## src/rtl/dmgplus_pkg.sv

```systemverilog
// Shared definitions for the DMG+ cartridge ROM arbiter slice.
package dmgplus_pkg;

  // Arbiter FSM encoding
  typedef enum logic [1:0] {
    ARB_IDLE  = 2'd0,
    ARB_ISSUE = 2'd1,
    ARB_WAIT  = 2'd2,
    ARB_DONE  = 2'd3
  } arb_state_e;

  // Requester indices
  localparam int unsigned REQ_SPLASH = 0;
  localparam int unsigned REQ_CPU    = 1;

  // Upper bound on requesters; owner/last_owner are 2 bits wide
  localparam int unsigned DMGPLUS_MAX_REQ = 4;

endpackage : dmgplus_pkg

```

## src/rtl/dmgplus_rom_arb_pick.sv

```systemverilog
// Combinational winner select for the ROM arbiter.
// ROM_ARB_RR_EN undefined: fixed priority, lowest pending index wins.
// ROM_ARB_RR_EN defined:   round robin, search starts at (last_owner_i + 1) mod NREQ.
module dmgplus_rom_arb_pick
  import dmgplus_pkg::*;
#(
  parameter int unsigned NREQ = 2
) (
  input  logic [NREQ-1:0] pending_i,
  input  logic [1:0]      last_owner_i,
  output logic            valid_o,
  output logic [1:0]      winner_o
);

  localparam int N = int'(NREQ);

`ifdef ROM_ARB_RR_EN

  // Walk offsets from farthest to nearest so the slot right after last_owner overrides the rest
  always_comb begin
    int slot;
    valid_o  = 1'b0;
    winner_o = 2'd0;
    slot     = 0;
    for (int k = N; k >= 1; k--) begin
      slot = (int'(last_owner_i) + k) % N;
      for (int j = 0; j < N; j++) begin
        if (j == slot && pending_i[j]) begin
          valid_o  = 1'b1;
          winner_o = 2'(j);
        end
      end
    end
  end

`else

  logic unused_last_owner;
  assign unused_last_owner = ^last_owner_i;

  // Scan downwards so the lowest pending index is the last assignment
  always_comb begin
    valid_o  = 1'b0;
    winner_o = 2'd0;
    for (int i = N - 1; i >= 0; i--) begin
      if (pending_i[i]) begin
        valid_o  = 1'b1;
        winner_o = 2'(i);
      end
    end
  end

`endif

endmodule : dmgplus_rom_arb_pick

```

## src/rtl/dmgplus_rom_arbiter.sv

```systemverilog
// Shares the cartridge ROM read port among NREQ requesters (0 = splash loader, 1 = CPU).
// Each requester keeps its rd-pulse / bsy / data handshake; reads are serialised onto the
// physical port and each byte is returned to its owner. Selection policy lives in
// dmgplus_rom_arb_pick and switches to round robin when ROM_ARB_RR_EN is defined.
module dmgplus_rom_arbiter
  import dmgplus_pkg::*;
#(
  parameter int unsigned NREQ = 2
) (
  input  logic                 clk_8m,
  input  logic                 rst,
  input  logic [16*NREQ-1:0]   req_addr,
  input  logic [NREQ-1:0]      req_rd,
  output logic [NREQ-1:0]      req_bsy,
  output logic [8*NREQ-1:0]    req_data,
  output logic [15:0]          rom_addr,
  output logic                 rom_rd,
  input  logic                 rom_bsy,
  input  logic [7:0]           rom_data,
  output logic [1:0]           owner,
  output logic                 active
);

  arb_state_e            state_q, state_d;
  logic [NREQ-1:0]       pending_q, pending_d;
  logic [NREQ-1:0][15:0] addr_q, addr_d;
  logic [NREQ-1:0][7:0]  data_q, data_d;
  logic [15:0]           rom_addr_q, rom_addr_d;
  logic                  rom_rd_q, rom_rd_d;
  logic [1:0]            owner_q, owner_d;
  logic [1:0]            last_owner_q, last_owner_d;
  logic                  active_q, active_d;
  logic                  wait_first_q, wait_first_d;

  logic                  pick_valid;
  logic [1:0]            pick_winner;

  dmgplus_rom_arb_pick #(
    .NREQ (NREQ)
  ) u_pick (
    .pending_i    (pending_q),
    .last_owner_i (last_owner_q),
    .valid_o      (pick_valid),
    .winner_o     (pick_winner)
  );

  // Next-state: request capture, then the serialising FSM
  always_comb begin
    state_d      = state_q;
    pending_d    = pending_q;
    addr_d       = addr_q;
    data_d       = data_q;
    rom_addr_d   = rom_addr_q;
    rom_rd_d     = 1'b0;
    owner_d      = owner_q;
    last_owner_d = last_owner_q;
    active_d     = active_q;
    wait_first_d = wait_first_q;

    // A read pulse while already pending is a protocol violation and is dropped
    for (int i = 0; i < int'(NREQ); i++) begin
      if (req_rd[i] && !pending_q[i]) begin
        pending_d[i] = 1'b1;
        addr_d[i]    = req_addr[16*i +: 16];
      end
    end

    unique case (state_q)
      ARB_IDLE: begin
        if (pick_valid) begin
          owner_d      = pick_winner;
          last_owner_d = pick_winner;
          for (int i = 0; i < int'(NREQ); i++) begin
            if (pick_winner == 2'(i)) rom_addr_d = addr_q[i];
          end
          rom_rd_d = 1'b1;
          active_d = 1'b1;
          state_d  = ARB_ISSUE;
        end
      end
      ARB_ISSUE: begin
        wait_first_d = 1'b1;
        state_d      = ARB_WAIT;
      end
      ARB_WAIT: begin
        // rom_bsy may not have risen yet on the first WAIT cycle
        wait_first_d = 1'b0;
        if (!wait_first_q && !rom_bsy) begin
          for (int i = 0; i < int'(NREQ); i++) begin
            if (owner_q == 2'(i)) begin
              data_d[i]    = rom_data;
              pending_d[i] = 1'b0;
            end
          end
          active_d = 1'b0;
          state_d  = ARB_DONE;
        end
      end
      ARB_DONE: begin
        owner_d = 2'd0;
        state_d = ARB_IDLE;
      end
      default: state_d = ARB_IDLE;
    endcase
  end

  // All state and registered outputs; reset abandons any read in flight
  always_ff @(posedge clk_8m) begin
    if (rst) begin
      state_q      <= ARB_IDLE;
      pending_q    <= '0;
      addr_q       <= '0;
      data_q       <= '0;
      rom_addr_q   <= 16'd0;
      rom_rd_q     <= 1'b0;
      owner_q      <= 2'd0;
      last_owner_q <= 2'(NREQ - 1);
      active_q     <= 1'b0;
      wait_first_q <= 1'b0;
    end else begin
      state_q      <= state_d;
      pending_q    <= pending_d;
      addr_q       <= addr_d;
      data_q       <= data_d;
      rom_addr_q   <= rom_addr_d;
      rom_rd_q     <= rom_rd_d;
      owner_q      <= owner_d;
      last_owner_q <= last_owner_d;
      active_q     <= active_d;
      wait_first_q <= wait_first_d;
    end
  end

  assign req_bsy  = pending_q;
  assign req_data = data_q;
  assign rom_addr = rom_addr_q;
  assign rom_rd   = rom_rd_q;
  assign owner    = owner_q;
  assign active   = active_q;

endmodule : dmgplus_rom_arbiter

```

## config.mk

```make
export PLATFORM = sky130hd
export DESIGN_NAME = dmgplus_rom_arbiter
export DESIGN_NICKNAME = d
export VERILOG_FILES = /design/src/rtl/dmgplus_pkg.sv /design/src/rtl/dmgplus_rom_arb_pick.sv /design/src/rtl/dmgplus_rom_arbiter.sv
export SDC_FILE = /design/constraint.sdc
export NUM_CORES = 1
export LEC_CHECK = 0
export ABC_CLOCK_PERIOD_IN_PS = 1900
export CAP_MARGIN = 15
export CORE_ASPECT_RATIO = 1.1
export CORE_MARGIN = 5
export CORE_UTILIZATION = 47
export DETAILED_ROUTE_END_ITERATION = 7
export MAX_ROUTING_LAYER = met4
export PLACE_DENSITY = 0.79
export SYNTH_ARGS = -nofsm -noshare
export SYNTH_HDL_FRONTEND = slang
export SYNTH_SLANG_ARGS = --single-unit
```

## constraint.sdc

```tcl
create_clock -name clk_8m -period 1.9 [get_ports clk_8m]
set_clock_uncertainty 0.2 [all_clocks]
set_input_delay 0.38 -clock clk_8m [delete_from_list [all_inputs] [get_ports clk_8m]]
set_output_delay 0.38 -clock clk_8m [all_outputs]
set_load 0.02 [all_outputs]
```

==> impl_metrics.yaml <==
status:
  outcome: "finished, final reports clean"
detailed_routing:
  drtIter0Drc: 90
  via_per_inst: 5.04
  vias: 2471
  dr.pass1.iters: 4
  drc: 0
  routed_wirelength_um: 6690
  post_drt_wl_per_cell_um: 13.6
  ant_nets: 0
logic_synthesis:
  synth_area_mm2: 0.00285
  syn-num-nets: 376
  synth_area_leader_cell: "dfxtp_1"
  syn_inst: 326
  synth.distinct_cells: 33
  synth_top_area_share_pct: 50.7
  synthTopCellsByArea: "dfxtp_1, nand2_1, mux2i_1"
  synth_area_per_cell_um2: 8.73
  synth_edf_count: 0
  synth_ff_type: "dfxtp_1"
  synth-async-reset-ratio_pct: 0
  ys_ff_latch: 72
  ys_warn_count: 0
  ys_seq_area_share_pct: 50.7
cts:
  path_clk_slew_ns: 0.07
  ctsHtreeMaxLevel: 3
  cts_root_buffer: "clkbuf_8"
  numCtsBuffers: 9
  clock_sinks: 72
  postCtsSetupRepairBufs: 0
  cts_buffer_depth: 2
  insertion_delay_ns: 0.33
  cts_tree: "yes"
power:
  finalPower_mw: 4.39
  p_leak_nw: 1.86
  power.internal_mw: 2.94
  p_clk_share_pct: 22.5
  seqPwrFrac_pct: 43.2
  p_switching_mw: 1.45
  p_sw_share_pct: 33.1
  p_per_area_mw_per_mm2: 1100
  combPwrFrac_pct: 34.3
  ir_worst_vdd_uv: 858
grt:
  grt_util_all_layers_pct: 18.0
  grt_max_degree: 51
  grt-ovfl-total: 0
  first_global_vias: 2452
  antenna_found_initial: 0
  grt_pass1_wl_um: 11000
timing:
  holdWs_ns: 0.162
  fin_crit_ns: 1.85
  setup_ws_ns: 0.0468
  setup_viol: 0
  slew_viol_final: 0
  hold_viol_final: 0
  rsz0062_at_grt: "no"
  tns_ns: 0
  max_freq_mhz: 540
  post-route-period-util_pct: 97.5
layout:
  syn_to_final_growth_pct: 40.1
  utilization_pct: 68.2
  nFillCells: 488
  mostFrequentLayoutCells: "nand2_1, dfxtp_1, clkdlybuf4s50_1"
  drive_gt1_share_pct: 8.96
  diodes: 0
  fin_area_mm2: 0.00399
  ff_latch_area_mm2: 0.00144
  layout_commonest_cell: "nand2_1"
  multi_input_area_mm2: 0.00128
  final_nets: 459
  final_cells: 490
die:
  die_y_um: 91.6
  ios: 83
  die_w_um: 84.2
  coreArea_mm2: 0.00584
  die-area_mm2: 0.00771
  initial_core_util_pct: 48.7
  rows: 29
critical_path:
  cp.arrival_ns: 1.27
  worstPathCellList: "clkdlybuf4s50_1"
  cpPeakStageDelay_ns: 0.61
  r2r-start: "state_q[1]$_SDFFE_PP0P_"
  crit_path_start: "rom_addr[9]$_SDFFE_PP0P_"
  critPathSlowestCell: "clkdlybuf4s50_1"
  critical_path.endpoint_type: "primary output"
  critPathBufInv: 1
  criticalPathCategory: "reg2out"
  required_ns: 1.32
  critical-path-top-delay-family: "buffers and inverters"
  path_max_fanout: 2
  worstSetupStartpointType: "register"
job:
  cap_violations: 0
place:
  dpl_cell_area_mm2: 0.00377
  dp.cells: 475
  dp.final_hpwl_um: 4880
  pre_cts_ws_ns: -0.114
  gp_congestion: 0.752
  portBuffers: 81
min_path:
  hold_class: "in2reg"
  min_from: "rst"
==> cells by family (layout without fill, tap and decap cells) <==
group | after synthesis | in the layout | share of synthesized area, %
compound gates | 70 | 70 | 14.5
mux | 24 | 24 | 8.44
flops | 72 | 72 | 50.7
other cells | 1 | 1 | 0.132
simple gates | 126 | 126 | 18.9
buf+inv | 28 | 115 | 5.23
fa+ha+maj | 5 | 5 | 2.20
==> area by class of cell <==
type,instances,share of cell area (%)
clock buffers,11,3.30
clock inverters,4,0.565
inverters,3,0.283
well taps,77,2.42
multi-input cells,226,32.0
flip-flops and latches,72,36.2
repair buffers,97,25.2
==> sequential cells by signal, indices dropped and copies added, names as in the netlist <==
name	count
state_q	2
req_data	16
owner	1
addr_q	32
rom_rd	1
req_bsy	2
active	1
rom_addr	16
wait_first_q	1
==> synthesized netlist by cell type, types with 2 or more instances <==
master and number:
nor2b_1 2, clkbuf_2 3, ha_1 5, buf_2 7
clkbuf_1 11, o21a_1 2, nand2b_1 3, mux2i_1 24
a311oi_1 2, inv_1 3, nor2_1 30, nand2_1 80
a211oi_1 17, o21ai_0 4, a21oi_1 43, buf_4 2
dfxtp_1 72
==> layer usage <==
metal / share of wire, % / vias to the layer above / GRT usage [%]
met5: 0 / - / -
met3: 7.3 / 11 / 6.06
li1: - / 1262 / -
met2: 48 / 70 / 29.3
met4: 1.8 / 0 / 7.77
met1: 42 / 1128 / 20.0
==> final timing paths <==
check | end | slack, ns | cells past startpoint
setup / recovery | rom_addr[9] | 0.05 | 1
hold / removal | req_data[10]$_SDFFE_PP0P_ | 0.16 | 2
setup reg to reg | active$_SDFFE_PP0P_ | 0.14 | 5
hold reg to reg | addr_q[31]$_SDFFE_PP0P_ | 0.25 | 2
==> power groups by stage <==
stage | Combinational, mW | Clock (mW) | Sequential, mW
floorplan | 0.722 | 0 | 2.09
global route | 1.66 | 1.09 | 1.93
global placement | 1.48 | 0 | 1.91
finish | 1.51 | 0.988 | 1.89
detailed placement | 1.52 | 0 | 1.93
CTS | 1.52 | 1.02 | 1.89
==> repair_timing <==
| item | in CTS | in global routing |
|---|---|---|
| cloned | 0 | 0 |
| hold buffers | 0 | 0 |
| endpoints found under the setup margin | 4 | 35 |
| gates resized for setup | 4 | 23 |
==> worst reg2reg max path: stages (launching register included) <==
cell	delay (ns)
dfxtp_1	0.37
inv_1	0.10
ha_2	0.22
or3b_2	0.50
a41o_1	0.23
nor2_1	0.07
Power figures use the tool's default switching activity.
